**config.mk**
```make
export PLATFORM = sky130hd
export DESIGN_NAME = if_stage
export DESIGN_NICKNAME = d
export VERILOG_FILES = /design/src/rtl/if_stage_pkg.sv /design/src/rtl/if_stage_ins_classify.sv /design/src/rtl/if_stage.sv
export SDC_FILE = /design/constraint.sdc
export NUM_CORES = 1
export LEC_CHECK = 0
export ABC_CLOCK_PERIOD_IN_PS = 5030
export BUFFER_PORTS_ARGS = -buffer_cell sky130_fd_sc_hd__clkbuf_2
export CAP_MARGIN = 20
export CORE_UTILIZATION = 50
export CTS_BUF_LIST = sky130_fd_sc_hd__clkbuf_2
export DETAILED_ROUTE_END_ITERATION = 10
export PLACE_DENSITY_LB_ADDON = 0.15
export SYNTH_ARGS = -nofsm -noshare
export SYNTH_HDL_FRONTEND = slang
export SYNTH_HIERARCHICAL = 1
export SYNTH_SLANG_ARGS = --single-unit
```
**constraint.sdc**
```tcl
create_clock -name clk -period 5.03 [get_ports clk]
set_input_delay 0.7545 -clock clk [delete_from_list [all_inputs] [get_ports clk]]
set_output_delay 0.7545 -clock clk [all_outputs]
set_load 0.01 [all_outputs]
```
**src/rtl/if_stage_pkg.sv**
```systemverilog
// Shared constants for the instruction-fetch stage: MIPS opcodes, IF_ins_type
// class codes, fetch FSM state encodings and the PC increment helper.
package if_stage_pkg;

  localparam logic [5:0] OP_RTYPE = 6'h00;
  localparam logic [5:0] OP_J     = 6'h02;
  localparam logic [5:0] OP_JAL   = 6'h03;
  localparam logic [5:0] OP_BEQ   = 6'h04;
  localparam logic [5:0] OP_BNE   = 6'h05;
  localparam logic [5:0] OP_ADDI  = 6'h08;
  localparam logic [5:0] OP_ADDIU = 6'h09;
  localparam logic [5:0] OP_SLTI  = 6'h0A;
  localparam logic [5:0] OP_SLTIU = 6'h0B;
  localparam logic [5:0] OP_ANDI  = 6'h0C;
  localparam logic [5:0] OP_ORI   = 6'h0D;
  localparam logic [5:0] OP_LW    = 6'h23;
  localparam logic [5:0] OP_SW    = 6'h2B;

  localparam logic [3:0] TYPE_NOP    = 4'd0;
  localparam logic [3:0] TYPE_RTYPE  = 4'd1;
  localparam logic [3:0] TYPE_IARITH = 4'd2;
  localparam logic [3:0] TYPE_LOAD   = 4'd3;
  localparam logic [3:0] TYPE_STORE  = 4'd4;
  localparam logic [3:0] TYPE_BRANCH = 4'd5;
  localparam logic [3:0] TYPE_JUMP   = 4'd6;

  typedef enum logic [1:0] {
    S_REQ     = 2'd0,
    S_HOLD    = 2'd1,
    S_DISCARD = 2'd2
  } fetch_state_e;

  // Address arithmetic wraps mod 2^32, so 32'hFFFF_FFFC + 4 gives 0.
  function automatic logic [31:0] pc_plus4(input logic [31:0] pc);
    return pc + 32'd4;
  endfunction

endpackage

```
**src/rtl/if_stage_ins_classify.sv**
```systemverilog
// Combinational opcode -> instruction class decoder; also reused by trace/debug logic.
module ins_classify
  import if_stage_pkg::*;
(
  input  logic [5:0] opcode_i,
  output logic [3:0] type_o
);

  // Map the primary opcode field onto the IF_ins_type class codes.
  always_comb begin
    type_o = TYPE_NOP;
    case (opcode_i)
      OP_RTYPE:                     type_o = TYPE_RTYPE;
      OP_ADDI, OP_ADDIU, OP_SLTI,
      OP_SLTIU, OP_ANDI, OP_ORI:    type_o = TYPE_IARITH;
      OP_LW:                        type_o = TYPE_LOAD;
      OP_SW:                        type_o = TYPE_STORE;
      OP_BEQ, OP_BNE:               type_o = TYPE_BRANCH;
      OP_J, OP_JAL:                 type_o = TYPE_JUMP;
      default:                      type_o = TYPE_NOP;
    endcase
  end

endmodule

```
**src/rtl/if_stage.sv**
```systemverilog
// Instruction-fetch stage: PC/fetch FSM over a req/ack instruction memory and
// the registered IF/ID interface towards decode.
module if_stage
  import if_stage_pkg::*;
#(
  parameter logic [31:0] RESET_PC = 32'h0000_0000
) (
  input  logic        clk,
  input  logic        rst,
  input  logic        stall,
  input  logic        branch_taken,
  input  logic [31:0] branch_target,
  output logic        imem_req,
  output logic [31:0] imem_addr,
  input  logic        imem_ack,
  input  logic [31:0] imem_rdata,
  output logic [31:0] if_inst,
  output logic [31:0] if_pc4,
  output logic        if_valid,
  output logic [3:0]  IF_ins_type,
  output logic [3:0]  IF_ins_number
);

  fetch_state_e state_q, state_d;
  logic [31:0]  fetch_addr_q, fetch_addr_d;
  logic [31:0]  next_pc_q, next_pc_d;
  logic [31:0]  hold_q, hold_d;
  logic         req_q, req_d;
  logic [3:0]   cnt_q, cnt_d;
  logic [31:0]  inst_q, inst_d;
  logic [31:0]  pc4_q, pc4_d;
  logic         valid_q, valid_d;
  logic [3:0]   type_q, type_d;
  logic [3:0]   num_q, num_d;
  logic         ack_s;
  logic         load_s;
  logic         bubble_s;
  logic [31:0]  word_s;
  logic [3:0]   word_type_s;

  // An ack only counts while a request is actually outstanding.
  assign ack_s = imem_ack & req_q;

  ins_classify u_classify (
    .opcode_i (word_s[31:26]),
    .type_o   (word_type_s)
  );

  // Fetch FSM: next state, PC bookkeeping and IF/ID load/bubble decisions.
  always_comb begin
    state_d      = state_q;
    fetch_addr_d = fetch_addr_q;
    next_pc_d    = next_pc_q;
    hold_d       = hold_q;
    cnt_d        = cnt_q;
    load_s       = 1'b0;
    bubble_s     = 1'b0;
    word_s       = imem_rdata;
    case (state_q)
      S_REQ: begin
        if (!req_q) begin
          // First cycle after reset: nothing in flight, so a branch just retargets.
          if (branch_taken) begin
            fetch_addr_d = branch_target;
          end else begin
            fetch_addr_d = fetch_addr_q;
          end
          bubble_s = branch_taken | ~stall;
        end else if (ack_s) begin
          if (branch_taken) begin
            fetch_addr_d = branch_target;
            bubble_s     = 1'b1;
          end else if (stall) begin
            hold_d  = imem_rdata;
            state_d = S_HOLD;
          end else begin
            load_s       = 1'b1;
            cnt_d        = cnt_q + 4'd1;
            fetch_addr_d = pc_plus4(fetch_addr_q);
          end
        end else if (branch_taken) begin
          next_pc_d = branch_target;
          state_d   = S_DISCARD;
          bubble_s  = 1'b1;
        end else begin
          bubble_s = ~stall;
        end
      end
      S_HOLD: begin
        word_s = hold_q;
        if (branch_taken) begin
          fetch_addr_d = branch_target;
          state_d      = S_REQ;
          bubble_s     = 1'b1;
        end else if (!stall) begin
          load_s       = 1'b1;
          cnt_d        = cnt_q + 4'd1;
          fetch_addr_d = pc_plus4(fetch_addr_q);
          state_d      = S_REQ;
        end else begin
          state_d = S_HOLD;
        end
      end
      S_DISCARD: begin
        if (branch_taken) begin
          next_pc_d = branch_target;
        end else begin
          next_pc_d = next_pc_q;
        end
        if (ack_s) begin
          fetch_addr_d = branch_taken ? branch_target : next_pc_q;
          state_d      = S_REQ;
        end else begin
          state_d = S_DISCARD;
        end
        bubble_s = branch_taken | ~stall;
      end
      default: begin
        state_d = S_REQ;
      end
    endcase
    req_d = (state_d != S_HOLD);
  end

  // IF/ID register next values: real instruction, bubble, or hold.
  always_comb begin
    inst_d  = inst_q;
    pc4_d   = pc4_q;
    valid_d = valid_q;
    type_d  = type_q;
    num_d   = num_q;
    if (load_s) begin
      inst_d  = word_s;
      pc4_d   = pc_plus4(fetch_addr_q);
      valid_d = 1'b1;
      type_d  = word_type_s;
      num_d   = cnt_q;
    end else if (bubble_s) begin
      inst_d  = 32'h0000_0000;
      valid_d = 1'b0;
      type_d  = TYPE_NOP;
      num_d   = cnt_q;
    end else begin
      inst_d = inst_q;
    end
  end

  // State, PC and IF/ID registers with asynchronous active-low reset.
  always_ff @(posedge clk or negedge rst) begin
    if (!rst) begin
      state_q      <= S_REQ;
      fetch_addr_q <= RESET_PC;
      next_pc_q    <= RESET_PC;
      hold_q       <= 32'h0000_0000;
      req_q        <= 1'b0;
      cnt_q        <= 4'd0;
      inst_q       <= 32'h0000_0000;
      pc4_q        <= 32'h0000_0000;
      valid_q      <= 1'b0;
      type_q       <= TYPE_NOP;
      num_q        <= 4'd0;
    end else begin
      state_q      <= state_d;
      fetch_addr_q <= fetch_addr_d;
      next_pc_q    <= next_pc_d;
      hold_q       <= hold_d;
      req_q        <= req_d;
      cnt_q        <= cnt_d;
      inst_q       <= inst_d;
      pc4_q        <= pc4_d;
      valid_q      <= valid_d;
      type_q       <= type_d;
      num_q        <= num_d;
    end
  end

  assign imem_req      = req_q;
  assign imem_addr     = fetch_addr_q;
  assign if_inst       = inst_q;
  assign if_pc4        = pc4_q;
  assign if_valid      = valid_q;
  assign IF_ins_type   = type_q;
  assign IF_ins_number = num_q;

endmodule

```
==> reports/results.ini <==
[sta]
fin_crit_sh = 0.682
post-route-min-period_ns = 3.43
fin_skew_ns = 0.0336
setup-tns-final_ns = 0
drv_slew = 0
relSlewSlack = 0.303
setup-violations-final = 0
rsz0062_at_grt = no
fmax_ghz = 0.291
hold_viol_final = 0
worst_slew_pin_slew_ns = 1.05

[logic_synthesis]
synthCells = 1008
yosysUniqueCellTypes = 73
netlist.area_leader.share = 0.453
syn-num-nets = 1083
synth-seq-cells = 176
ys.flop_type = dfrtp_1
yosysWarnings = 6
yosysTopAreaCell = dfrtp_1
synth-edff-count = 0
async_flop_share = 1.00
ys_seq_area_frac = 0.453
netlist_top_cells_area = dfrtp_1 45%, mux2_2 9.3%, o21ai_0 4.6%, nand2_1 4.2%, mux2i_1 3.6%
syn_area_sq_um = 9730
syn_area_per_cell_sq_um = 9.65

[floorplanning]
start_util = 0.515
core-area_sq_um = 18900
ios = 175
rows = 50
dieArea_sq_um = 20000
fp.dieW_um = 141
fp.dieH_um = 141

[clock_tree]
clockRootBuffer = clkbuf_2
cts_resized = 0
cts_tree = yes
cts_buffer_depth = 2
worstSkewPairLatency_ns = 0.77
clkSinkCount = 176
cts_made_buffers = 17
htreeDepth = 4
cts.clk_slew.worst_paths_ns = 0.30

[placement]
dpl_cell_area_sq_um = 10700
portBuffers = 174
placed_cells = 1365
gp_congestion = 0.910
dpl.hpwl_um = 19000

[pwr]
powerDensity_nw_per_um2 = 612
leakage_nw = 4.77
ir_drop_mv = 0.386

[hold_path]
hold_class = in2reg

[cells_and_area]
nFillCells = 1739
finalNonFillerCells = 1399
design_area_sq_um = 11000
final_common_cell = clkbuf_2
multi_input_comb_area_sq_um = 4930
drive_gt1_frac = 0.278
nets = 1200
seq_area_sq_um = 4400
mostFrequentLayoutCells = 190 x clkbuf_2, 176 x dfrtp_1, 109 x nand2_1
area_delta_synth_final_pct = 12.7

[detailed_routing]
vias = 8426
routed_wl_um = 27500
drtIter0Drc = 796
drc = 0
wire_per_inst_um = 19.6
final_antenna_net_count = 0
drtPass1Iterations = 5
avgViaCountPerCell = 6.02

[grt]
grt_antenna_before_repair = 1
track_usage = 0.278
grt_max_degree = 86
grt_pass1_vias = 7717
grt_pass1_wl_um = 42900
grt_overflow = 0

[critical_path]
arrival_ns = 4.14
path_max_fanout = 12
crit_path_start_kind = flip-flop
cp-end-kind = flip-flop
crit_type = reg2reg
cp.required_ns = 5.74

[run_status]
status = finished, final reports clean

[run]
maxCapViolations = 0

## through the flow
| stage | util | total power [mW] | setup WS, ns | hold WS [ns] |
|---|---|---|---|---|
| 3_5_place_dp | 0.566 | 5.94 | 1.60 | 0.460 |
| 4_1_cts | 0.580 | 6.71 | 1.64 | 0.105 |
| 3_3_place_gp | 0.566 | 5.87 | 1.69 | 0.459 |
| 6_report | 0.580 | 6.71 | 1.60 | 0.188 |
| 2_1_floorplan | - | 4.84 | 2.50 | 0.440 |
| 5_1_grt | 0.580 | 7.19 | 1.50 | 0.0819 |
## power breakdown
part / internal [mW] / switching (mW) / leakage [nW]
clock network: 0.206 / 0.567 / 0.145
logic: 1.40 / 1.86 / 2.43
registers: 2.04 / 0.639 / 2.19
## worst paths after layout
path | startpoint | endpoint | slack (ns) | cells after the start
worst min register to register | cnt_q[3] | cnt_q[3] | 0.49 | 1
min in group asynchronous | rst | if_inst[19] | 0.58 | 2
worst max-delay path | imem_addr[2] | if_pc4[30] | 1.60 | 6
worst max register to register | imem_addr[2] | if_pc4[30] | 1.60 | 6
max in group asynchronous | rst | if_inst[31] | 3.28 | 3
worst min-delay path | imem_rdata[11] | hold_q[11] | 0.19 | 2
## final cells by class
cell class	instances	area share
Clock buffer	17	0.00776
Inverter	14	0.00479
Tap cell	260	0.0297
Antenna cell	1	0.000228
Multi-Input combinational cell	727	0.450
Clock inverter	15	0.0155
Sequential cell	176	0.402
Timing Repair Buffer	189	0.0905
## metal layers
| metal | up-vias | track usage | wire [um] |
|---|---|---|---|
| li1 | 3943 | - | - |
| met1 | 4063 | 0.404 | 12500 |
| met2 | 383 | 0.413 | 12200 |
| met3 | 37 | 0.0675 | 2360 |
| met4 | 0 | 0.0792 | 466 |
| met5 | - | 0 | 0 |
## sequential cells by signal, indices dropped and copies added, names as in the netlist
register	flops
IF_ins_number	4
IF_ins_type	4
cnt_q	4
hold_q	32
if_inst	32
if_pc4	32
if_valid	1
imem_addr	32
imem_req	1
next_pc_q	32
state_q	2
## cell usage after synthesis (7+ instances only)
library cell / instances
a31oi_1: 20
nor2_1: 44
nor3_1: 21
and4b_1: 7
nor4_1: 12
o22ai_1: 9
a32oi_1: 8
a221oi_1: 14
xor2_1: 9
clkbuf_1: 55
nand2_1: 109
and3_1: 7
nor2b_1: 10
or3_1: 9
o21ai_0: 90
dfrtp_1: 176
nand3_1: 59
nand4_1: 9
buf_1: 21
inv_1: 13
mux2i_1: 35
xnor2_1: 31
a21oi_1: 29
mux2_2: 80
a22oi_1: 8
buf_2: 9
## cells by family (layout without fill, tap and decap cells)
group | Yosys count | count (layout) | synth area share
AND/OR/NAND/NOR | 318 | 318 | 0.164
flip-flops | 176 | 176 | 0.453
buffers and inverters | 105 | 235 | 0.0432
other | 1 | 2 | 0.000385
XOR/XNOR | 40 | 40 | 0.0360
multiplexers | 115 | 115 | 0.129
AO/OA/AOI/OAI | 247 | 247 | 0.167
adder cells (fa/ha/maj) | 6 | 6 | 0.00772
## critical path: stages, from the launching register on
cell and delay (ns):
dfrtp_1 0.63, ha_1 0.41, nand4_2 0.30, or4_1 0.80, nor4_1 0.81, xnor2_1 0.23, o21ai_0 0.19
## repair_timing
action                     CTS  global route
setup endpoints to repair    0             0
hold endpoints to repair    46             0
hold buffers                 1             0
buffers inserted             0             0
No activity file was read; power rests on OpenSTA's default activity.
